File: src/rtl/nabp_domino_feeder.sv
// Domino feeder: takes image RAM read data for each addressed sample and ripples
// it down a systolic chain of PE partitions, one cycle of skew per PE. Produces
// per-PE valid/kick strobes, an end-of-line pulse and a sticky protocol error.

// One link of the domino chain. Stage 0 loads only on valid read data and holds
// its sample otherwise; later stages load every cycle from their predecessor.
module nabp_domino_stage #(
  parameter int DATA_WIDTH = 8
) (
  input  logic                  clk,
  input  logic                  reset_n,
  input  logic                  load,
  input  logic                  in_valid,
  input  logic                  in_first,
  input  logic [DATA_WIDTH-1:0] in_data,
  output logic                  out_valid,
  output logic                  out_first,
  output logic [DATA_WIDTH-1:0] out_data
);

  // Capture sample, valid and first-of-line flag; bubbles clear valid/first.
  always_ff @(posedge clk) begin
    if (!reset_n) begin
      out_valid <= 1'b0;
      out_first <= 1'b0;
      out_data  <= '0;
    end else if (load) begin
      out_valid <= in_valid;
      out_first <= in_first;
      out_data  <= in_data;
    end else begin
      out_valid <= 1'b0;
      out_first <= 1'b0;
    end
  end

endmodule

module nabp_domino_feeder #(
  parameter int DATA_WIDTH       = 8,
  parameter int NO_OF_PARTITIONS = 4,
  parameter int LINE_LENGTH      = 256,
  parameter int RAM_LATENCY      = 1
) (
  input  logic                                   clk,
  input  logic                                   reset_n,
  input  logic                                   ir_kick,
  input  logic                                   ir_enable,
  input  logic [DATA_WIDTH-1:0]                  ir_data,
  output logic [NO_OF_PARTITIONS*DATA_WIDTH-1:0] pe_data,
  output logic [NO_OF_PARTITIONS-1:0]            pe_valid,
  output logic [NO_OF_PARTITIONS-1:0]            pe_kick,
  output logic                                   line_done,
  output logic                                   busy,
  output logic                                   err
);

  localparam int CNT_W = $clog2(LINE_LENGTH + 1);
  localparam logic [CNT_W-1:0] LEN_C  = CNT_W'(LINE_LENGTH);
  localparam logic [CNT_W-1:0] LAST_C = CNT_W'(LINE_LENGTH - 1);

  // One-hot so that corrupted encodings are detectable.
  typedef enum logic [3:0] {
    IDLE   = 4'b0001,
    FILL   = 4'b0010,
    STREAM = 4'b0100,
    DRAIN  = 4'b1000
  } state_t;

  state_t state, state_nxt;

  logic [CNT_W-1:0] in_cnt, out_cnt;
  logic             accept, kick_ok, bad_state, err_set;
  logic             rd_valid, rd_first;

  logic [RAM_LATENCY-1:0] rd_pipe, first_pipe;

  logic [NO_OF_PARTITIONS-1:0][DATA_WIDTH-1:0] stg_data;
  logic [NO_OF_PARTITIONS-1:0]                 stg_valid, stg_first;

  // An enable is only taken while a line is open and not yet full.
  assign accept  = ir_enable && ((state == FILL) || (state == STREAM)) && (in_cnt < LEN_C);
  assign kick_ok = ir_kick && (state == IDLE);
  assign err_set = (ir_kick && (state != IDLE)) || (ir_enable && !accept) || bad_state;

  assign rd_valid = rd_pipe[RAM_LATENCY-1];
  assign rd_first = first_pipe[RAM_LATENCY-1];

  // Delay accepted enables (and their first-of-line tag) to line up with ir_data.
  generate
    if (RAM_LATENCY == 1) begin : g_lat1
      always_ff @(posedge clk) begin
        if (!reset_n) begin
          rd_pipe    <= '0;
          first_pipe <= '0;
        end else begin
          rd_pipe    <= accept;
          first_pipe <= accept && (in_cnt == '0);
        end
      end
    end else begin : g_latn
      always_ff @(posedge clk) begin
        if (!reset_n) begin
          rd_pipe    <= '0;
          first_pipe <= '0;
        end else begin
          rd_pipe    <= {rd_pipe[RAM_LATENCY-2:0], accept};
          first_pipe <= {first_pipe[RAM_LATENCY-2:0], accept && (in_cnt == '0)};
        end
      end
    end
  endgenerate

  // Domino chain: PE k sees each sample k cycles after PE 0.
  generate
    for (genvar k = 0; k < NO_OF_PARTITIONS; k++) begin : g_pe
      if (k == 0) begin : g_head
        nabp_domino_stage #(.DATA_WIDTH(DATA_WIDTH)) u_stage (
          .clk       (clk),
          .reset_n   (reset_n),
          .load      (rd_valid),
          .in_valid  (rd_valid),
          .in_first  (rd_first),
          .in_data   (ir_data),
          .out_valid (stg_valid[k]),
          .out_first (stg_first[k]),
          .out_data  (stg_data[k])
        );
      end else begin : g_link
        nabp_domino_stage #(.DATA_WIDTH(DATA_WIDTH)) u_stage (
          .clk       (clk),
          .reset_n   (reset_n),
          .load      (1'b1),
          .in_valid  (stg_valid[k-1]),
          .in_first  (stg_first[k-1]),
          .in_data   (stg_data[k-1]),
          .out_valid (stg_valid[k]),
          .out_first (stg_first[k]),
          .out_data  (stg_data[k])
        );
      end
    end
  endgenerate

  assign pe_data  = stg_data;
  assign pe_valid = stg_valid;
  assign pe_kick  = stg_first;
  assign busy     = (state != IDLE);

  // State register.
  always_ff @(posedge clk) begin
    if (!reset_n) state <= IDLE;
    else          state <= state_nxt;
  end

  // Line sequencing; the final accepted enable goes straight to DRAIN.
  always_comb begin
    state_nxt = state;
    bad_state = 1'b0;
    case (state)
      IDLE:    if (ir_kick) state_nxt = FILL;
      FILL:    if (accept)  state_nxt = (in_cnt == LAST_C) ? DRAIN : STREAM;
      STREAM:  if (accept && (in_cnt == LAST_C)) state_nxt = DRAIN;
      DRAIN:   if (out_cnt == LEN_C) state_nxt = IDLE;
      default: begin
        state_nxt = IDLE;
        bad_state = 1'b1;
      end
    endcase
  end

  // Saturating input/output sample counters, cleared by an accepted kick.
  always_ff @(posedge clk) begin
    if (!reset_n) begin
      in_cnt  <= '0;
      out_cnt <= '0;
    end else if (kick_ok) begin
      in_cnt  <= '0;
      out_cnt <= '0;
    end else begin
      if (accept) in_cnt <= in_cnt + CNT_W'(1);
      if (stg_valid[NO_OF_PARTITIONS-1] && (out_cnt != LEN_C)) out_cnt <= out_cnt + CNT_W'(1);
    end
  end

  // End-of-line pulse follows the last PE's last sample; error is sticky.
  always_ff @(posedge clk) begin
    if (!reset_n) begin
      line_done <= 1'b0;
      err       <= 1'b0;
    end else begin
      line_done <= stg_valid[NO_OF_PARTITIONS-1] && (out_cnt == LAST_C) && (state == DRAIN);
      if (err_set) err <= 1'b1;
    end
  end

endmodule
File: config.mk
export PLATFORM = sky130hd
export DESIGN_NAME = nabp_domino_feeder
export DESIGN_NICKNAME = d
export VERILOG_FILES = /design/src/rtl/nabp_domino_feeder.sv
export SDC_FILE = /design/constraint.sdc
export NUM_CORES = 1
export LEC_CHECK = 0
export ABC_AREA = 1
export CAP_MARGIN = 20
export CORE_AREA = 5 5 84 86
export CTS_CLUSTER_DIAMETER = 150
export DETAILED_ROUTE_END_ITERATION = 10
export DIE_AREA = 0 0 89 91
export PLACE_DENSITY_LB_ADDON = 0.3
export SLEW_MARGIN = 40
export SYNTH_ARGS = -nofsm -noshare
export SYNTH_HDL_FRONTEND = slang
export SYNTH_HIERARCHICAL = 1
export SYNTH_SLANG_ARGS = --single-unit
export TNS_END_PERCENT = 50
File: constraint.sdc
create_clock -name clk -period 2.2 [get_ports clk]
set_clock_uncertainty 0.2 [all_clocks]
set_input_delay 0.22 -clock clk [delete_from_list [all_inputs] [get_ports clk]]
set_output_delay 0.22 -clock clk [all_outputs]
set_load 0.02 [all_outputs]
==> results list, run 1 <==
- Result of the run: complete, no violations
* Upper clock frequency limit: 499 MHz
- Hold Fails Final Rpt: 0
- After filler insertion, the fill cell instance count of the layout stands at 570.
- Arr. time, crit path: 1.58 ns
- Cell count after synthesis: 433
- Number of gates given a new drive strength after cts: 0
- Relative to the synthesized area, the layout overhead comes to 24.3%.
- Setup violations remaining at the end of the flow were counted as 0.
* Horizontal die dimension: 89 um
- Of all flip-flops after synthesis, the portion carrying an async set or reset was 0.
- After clock tree synthesis, the clock-pin slew on the worst setup and hold paths is 0.07 ns.
* Synth cell types: 28
* Vias/cell: 4.59
- Of the post-synthesis cell area, the dominant cell type holds 0.437.
- Vias post-DR: 2609
* Area leader, netlist: sky130_fd_sc_hd__dfxtp_1
- Sequential element share of the synthesized area: 0.437
- Counting instances, the worst hold path has a depth of 1.
- Measured along the y axis, the die boundary spans 91 um.
- In the final design database the tool counted 505 nets.
* Total overflow reported by the global router: 0
- Total CTS buffers: 9
* R2R depth: 9
* Most crowded layer after global routing: met2
* DR WL/cell: 10.7 um
* Maximum fanout along the worst path: 3
- PwrDens: 743 mW/mm^2
- The first global-routing pass estimated 10200 um of wire.
- Layout cells sized above 1: 0.0549
- Max-Slew Margin vs Limit: 0.625
- Met2 layer usage reported by global route: 0.240
- Entering global routing, the biggest net connects 42 pins.
* Initial Utilization: 0.487
* Gp weighted congestion: 0.869
- Number of levels the H-tree was split into: 3
* FF+latch count, synth: 66
- In the global route stage, overall resource usage came out at 0.158.
- A synthesized cell averages 6.98 um^2.
- The worst setup path is of the register to output port kind.
- Summed over all failing endpoints, the final setup total negative slack is 0 ns.
- DR pass1 iterations: 5
* Maximum buffer depth of the clock tree: 2
- Of the available clock period, the critical path in the final layout requires 0.910.
* Met3 Track Usage GR: 0.0407
- The number of hold buffers added after CTS was 0.
* I/O pins: 55
* Clock tree from TritonCTS: yes
- Core footprint: 0.00620 mm^2
* Top-count cell post-synth: sky130_fd_sc_hd__nand2_1
* Static power due to leakage: 1.68 nW
- 0 antenna diodes ended up in the layout.
- Row generation in the floorplan step produced 29 rows.
- Port Buf Inserts: 54
- Half-perimeter wire length of the detailed placement result: 4420 um
- For the pin with the worst max-slew slack, the measured transition is 0.561 ns.
* Worst supply voltage drop on vdd: 0.383 mV
* Number of enable-type register cells in the synthesized netlist: 0
- Across the run, the number of max-cap violations was 0.
* DRC errors left: 0
* Number of setup buffers added after CTS: 0
- Type of the most critical hold path: register to register
- Area of the mapped netlist: 0.00302 mm^2
- Synth area leaders: sky130_fd_sc_hd__dfxtp_1 (44%), sky130_fd_sc_hd__nand2_1 (15%), sky130_fd_sc_hd__nor2_1 (11%)
* Final ANT Viol Nets: 0
* Leading post-synthesis cells by instance count: sky130_fd_sc_hd__nand2_1 (118), sky130_fd_sc_hd__nor2_1 (87), sky130_fd_sc_hd__inv_1 (72)
- The clock net in this run drives a total of 66 sinks.
* Yosys warning total: 6
- Clock latency at the later pin of the worst-skew pair: 0.34 ns
* Total Routed Length: 6120 um
- Overall die area: 0.00810 mm^2
- Endpoint type of the worst setup path: output port
- The root buffer cell chosen for the clock tree is sky130_fd_sc_hd__clkbuf_8.
* GR met1 Demand/Resource: 0.213
- After layout, the worst setup slack is 0.197 ns.
- Setup repair after global routing left no endpoint under its margin.
* Critical Path Source Type: register
- Detailed Route Iter0 Violations: 113
* Min cycle time layout: 2.00 ns
* Number of global-route vias before repair: 2297
* Most common flop cell mapped by yosys: sky130_fd_sc_hd__dfxtp_1
- Required arrival time at the worst endpoint: 1.78 ns
* Pins Over Slew Limit: 0
- The number of antenna violations at the first check in global routing came to 0.
- OpenSTA, run right after detailed placement, puts the worst setup slack at 0.361 ns.
per-layer routing:
metal | wire length [um] | vias up
met5 | 0 | -
met1 | 2860 | 1137
li1 | - | 1397
met3 | 370 | 9
met2 | 2780 | 66
met4 | 98 | 0
cell type report:
type                            instances  area [um^2]  share of cell area
Clock buffer                           10          128              0.0340
Clock inverter                          6         90.1              0.0240
Inverter                               73          274              0.0729
Multi-Input combinational cell        282         1290               0.343
Sequential cell                        66         1320               0.352
Tap cell                               77         96.3              0.0256
Timing Repair Buffer                   55          561               0.149
power breakdown:
group          switching, mW  internal, mW  total, mW
combinational          0.241         0.166      0.407
clock                  0.461         0.642       1.10
sequential            0.0356          1.25       1.28
sequential cells by signal, summed over array words and instances, names as in the netlist:
signal,cells
rd_pipe,1
g_pe.g_head.u_stage/out_valid,1
in_cnt,9
g_pe.g_link.u_stage/out_first,3
err,1
g_pe.g_link.u_stage/out_valid,3
state,4
g_pe.g_link.u_stage/out_data,24
first_pipe,1
g_pe.g_head.u_stage/out_data,8
line_done,1
out_cnt,9
g_pe.g_head.u_stage/out_first,1
cell usage in the layout, fill, tap and decap left out, types with 2 or more instances in the layout:
| master | count |
|---|---|
| sky130_fd_sc_hd__xor2_1 | 6 |
| sky130_fd_sc_hd__clkbuf_8 | 9 |
| sky130_fd_sc_hd__and3_1 | 8 |
| sky130_fd_sc_hd__bufinv_16 | 2 |
| sky130_fd_sc_hd__dfxtp_1 | 66 |
| sky130_fd_sc_hd__o21ai_0 | 8 |
| sky130_fd_sc_hd__nor2_1 | 87 |
| sky130_fd_sc_hd__nand4_1 | 3 |
| sky130_fd_sc_hd__nand2_1 | 118 |
| sky130_fd_sc_hd__ha_1 | 6 |
| sky130_fd_sc_hd__nand2_2 | 3 |
| sky130_fd_sc_hd__a21oi_1 | 15 |
| sky130_fd_sc_hd__conb_1 | 3 |
| sky130_fd_sc_hd__nand3_1 | 12 |
| sky130_fd_sc_hd__o21ai_2 | 2 |
| sky130_fd_sc_hd__inv_1 | 72 |
| sky130_fd_sc_hd__nor3_2 | 2 |
| sky130_fd_sc_hd__clkdlybuf4s50_1 | 54 |
metrics by stage:
step / power, mW / utilization / hold WS [ns] / std cells / instance area [um^2]
global placement: 1.70 / 0.571 / 0.250 / 553 / 3540
floorplan: 1.58 / - / 0.140 / 435 / 3030
detailed placement: 1.71 / 0.571 / 0.258 / 553 / 3540
CTS: 2.83 / 0.606 / 0.261 / 569 / 3760
global route: 2.93 / 0.606 / 0.291 / 569 / 3760
finish: 2.79 / 0.606 / 0.269 / 569 / 3760
cells by family (layout without fill, tap and decap cells):
family,count (synthesis),count (layout),synth area share
buffers and inverters,87,144,0.139
xor gates and xnor gates,6,6,0.0174
and+or+nand+nor,239,239,0.329
adders and majority gates,6,6,0.0248
AOI/OAI and AO/OA,28,28,0.0513
other,1,3,0.00124
DFF,66,66,0.437
path summary, 6_finish.rpt:
path                              endpoint  slack [ns]        from
worst max-delay path                  busy        0.20    state[0]
worst min-delay path             in_cnt[8]        0.27   in_cnt[8]
worst max register to register  out_cnt[8]        0.33  out_cnt[0]
worst min register to register   in_cnt[8]        0.27   in_cnt[8]
worst max-delay path: stages, from the launching register on:
cell and delay [ns]:
sky130_fd_sc_hd__dfxtp_1 0.34, sky130_fd_sc_hd__inv_1 0.05, sky130_fd_sc_hd__nor2_1 0.15, sky130_fd_sc_hd__nand2_1 0.14, sky130_fd_sc_hd__clkdlybuf4s50_1 0.56
Note: power is estimated with default switching activity, not from simulation.
==> run 2: changes to the inputs <==
--- a/config.mk
+++ b/config.mk
@@ -9,12 +9,13 @@
 export CAP_MARGIN = 20
 export CORE_AREA = 5 5 84 86
 export CTS_CLUSTER_DIAMETER = 150
+export CTS_CLUSTER_SIZE = 14
 export DETAILED_ROUTE_END_ITERATION = 10
 export DIE_AREA = 0 0 89 91
 export PLACE_DENSITY_LB_ADDON = 0.3
+export SKIP_CTS_REPAIR_TIMING = 1
 export SLEW_MARGIN = 40
 export SYNTH_ARGS = -nofsm -noshare
 export SYNTH_HDL_FRONTEND = slang
 export SYNTH_HIERARCHICAL = 1
 export SYNTH_SLANG_ARGS = --single-unit
-export TNS_END_PERCENT = 50
==> results of run 2 <==
The final DEF is identical to that of run 1; final timing and power are the same.
==> run 3: changes to the inputs <==
--- a/config.mk
+++ b/config.mk
@@ -13,6 +13,7 @@
 export DETAILED_ROUTE_END_ITERATION = 10
 export DIE_AREA = 0 0 89 91
 export PLACE_DENSITY_LB_ADDON = 0.3
+export RECOVER_POWER = 25
 export SKIP_CTS_REPAIR_TIMING = 1
 export SLEW_MARGIN = 40
 export SYNTH_ARGS = -nofsm -noshare
==> constraint.sdc (replaced) <==
create_clock -name clk -period 2.1 [get_ports clk]
set_clock_uncertainty 0.2 [all_clocks]
set_input_delay 0.21 -clock clk [delete_from_list [all_inputs] [get_ports clk]]
set_output_delay 0.21 -clock clk [all_outputs]
set_load 0.02 [all_outputs]
==> run 3 against run 2 <==
  * Total power up 9.2%
  * Sequential power increased by 5%
  * Clock-buffer cell count did not move
  * Sequential share of layout area down 0.19 points
  * Worst setup slack improved by 0.060 ns
  * Via count fell by 0.96%
  * Largest power group unchanged
==> results list, run 3 (synthesized netlist as in run 1, its figures left out) <==
- On the critical path, the stage with the largest delay is an instance of sky130_fd_sc_hd__dfxtp_1.
* Maximum Capacitance Violations: 0
- Total Routed Length: 6160 um
* Worst supply voltage drop on vdd: 0.513 mV
- Maximum fanout along the worst path: 3
- Core footprint: 0.00620 mm^2
- Met3 Track Usage GR: 0.0489
* Vias post-DR: 2584
* Start-to-end type of the worst setup path: register to register
- Worst-Margin Slew: 0.763 ns
- Total overflow reported by the global router: 0
* Final-stage net count: 506
- Largest registers ranked by flip-flop count: g_pe.g_link.u_stage/out_data x24, in_cnt x9, out_cnt x9
* Upper clock frequency limit: 543 MHz
- The layout has 599 filler cells.
- Critical R2R Launch: in_cnt[0]
- Number of levels the H-tree was split into: 3
* Reg2reg setup slack: 0.26 ns
* Maximum buffer depth of the clock tree: 2
- The die is 89 um wide.
- Measured in cells, the most critical reg-to-reg path has a length of 10.
- Gp weighted congestion: 0.852
- Result of the run: complete, no violations
* I/O pins: 55
- The first TritonRoute pass finished after 4 iterations.
- In this run the tightest slew margin relative to its limit is 0.491.
- STA classifies the critical path endpoint as a register.
- For the final routed database, the setup TNS stands at 0 ns.
- Half-perimeter wire length of the detailed placement result: 4430 um
- The number of global-route vias before repair was 2262.
- The die covers 0.00810 mm^2.
- Leaving out fill and tap cells, the most frequent cell in the layout is sky130_fd_sc_hd__nand2_1.
* Min-delay src: ir_data[4]
* GR met1 Demand/Resource: 0.212
- Along the worst hold path, the cell count comes to 5.
- Clock latency at the later pin of the worst-skew pair: 0.34 ns
* Total CTS buffers: 9
* Most crowded layer after global routing: met2
- Reg-to-reg endpoint: state[2]
* Detailed Route Iter0 Violations: 102
- Clock-pin slew was measured on the worst setup and hold paths at 0.07 ns.
- At the worst endpoint, the required time is 2.18 ns.
- Entering global routing, the biggest net connects 42 pins.
* Clock sinks: 66
* Pins Over Slew Limit: 0
- In the global route stage, overall resource usage came out at 0.160.
- Final period utilization: 0.878
* Met2 layer usage reported by global route: 0.238
- The worst setup path is launched from a register.
- Walking the worst path, the cells encountered are ha_1 > nand4_1 > nor3_1 > ha_1 > nand2_1 > nand3_1 > nand3_1 > nand2_1 > nand2_1 > nor2_1.
- In this run the vertical extent of the chip is 91 um.
- Register containing the most flip-flops in the final layout: g_pe.g_link.u_stage/out_data
- In this design, the critical path's most frequently occurring cell is sky130_fd_sc_hd__nand2_1.
- Setup violations remaining at the end of the flow were counted as 0.
- Layout cells sized above 1: 0.0568
- Combined flip-flop and latch cell area: 0.00132 mm^2
* Static power due to leakage: 1.70 nW
- Vias/cell: 4.53
- The initial utilization of the core area, before any placement, comes to 0.487.
* WHS Endpoint: g_pe[0].g_head.u_stage/out_data[4]
- DRC errors left: 0
- Worst Setup SP: in_cnt[0]
* Largest stage delay on the critical path: 0.36 ns
- The register with the most flip-flops in the layout has 24 of them.
- Relative to the synthesized area, the layout overhead comes to 24.9%.
* PwrDens: 807 mW/mm^2
- Cell row count: 29
* Power Total: 3.05 mW
* DR WL/cell: 10.8 um
* Clock tree from TritonCTS: yes
- Arr. time, crit path: 1.92 ns
* Root buffer selected by CTS: sky130_fd_sc_hd__clkbuf_8
- The number of antenna violations at the first check in global routing was 0.
- Area used by multi-input combinational logic: 0.00129 mm^2
* First-pass GRT wire length: 10300 um
* Final ANT Viol Nets: 0
- Setup repair after global routing left no endpoint under its margin.
* Antenna cell count: 0
* Hold Fails Final Rpt: 0
- Port Buf Inserts: 54
* Type of the most critical hold path: primary input to register
- Most frequent cells in the layout: sky130_fd_sc_hd__nand2_1 (118), sky130_fd_sc_hd__nor2_1 (87), sky130_fd_sc_hd__inv_1 (72), sky130_fd_sc_hd__dfxtp_1 (66), sky130_fd_sc_hd__clkdlybuf4s50_1 (52)
- Min cycle time layout: 1.84 ns
-- run 3: changes by cell type in the layout (fill, tap and decap cells not counted), sizes merged --
cell	previous run	this run
dlygate4sd3	0	1
inv	74	73
bufinv	2	3
dlymetal6s2s	0	1
clkdlybuf4s50	54	52
clkbuf	10	11
-- run 3: final cells by class --
type                            count  area share
Sequential cell                    66       0.350
Tap cell                           77      0.0255
Clock inverter                      6      0.0305
Timing Repair Buffer               56       0.147
Inverter                           73      0.0725
Multi-Input combinational cell    282       0.341
Clock buffer                       10      0.0338
-- run 3: metal layers --
| layer | vias up | share of wire | routed length, um |
|---|---|---|---|
| li1 | 1400 | - | - |
| met2 | 69 | 0.45 | 2760 |
| met1 | 1108 | 0.47 | 2910 |
| met5 | - | 0 | 0 |
| met4 | 0 | 0.019 | 114 |
| met3 | 7 | 0.061 | 378 |
-- run 3: how the worst max path moves through the flow --
stage | to | slack (ns) | cells after the start
after floorplan | state[2] | 0.47 | 9
after global placement | state[2] | 0.37 | 9
after detailed placement | state[2] | 0.27 | 10
after CTS | busy | 0.07 | 4
after global routing | state[2] | 0.05 | 10
final | state[2] | 0.26 | 10
-- run 3: worst max-delay path, delay by kind of cell, from the launching register on --
kind,cells,cell delay [ns]
and+or+nand+nor,8,0.78
DFF,1,0.36
adders and majority gates,2,0.43
-- run 3: stage by stage --
stage	std cells	instance area (um^2)	util	hold WS, ns	setup slack, ns
3_5_place_dp	554	3550	0.572	0.254	0.267
6_report	570	3780	0.609	0.263	0.257
4_1_cts	570	3790	0.611	0.252	0.0692
5_1_grt	570	3780	0.609	0.277	0.0483
3_3_place_gp	554	3550	0.572	0.249	0.366
2_1_floorplan	435	3030	-	0.130	0.467
-- run 3: where the power goes --
group	switching [mW]	internal, mW
Clock	0.492	0.793
Sequential	0.0384	1.30
Combinational	0.252	0.169
Total	0.783	2.27
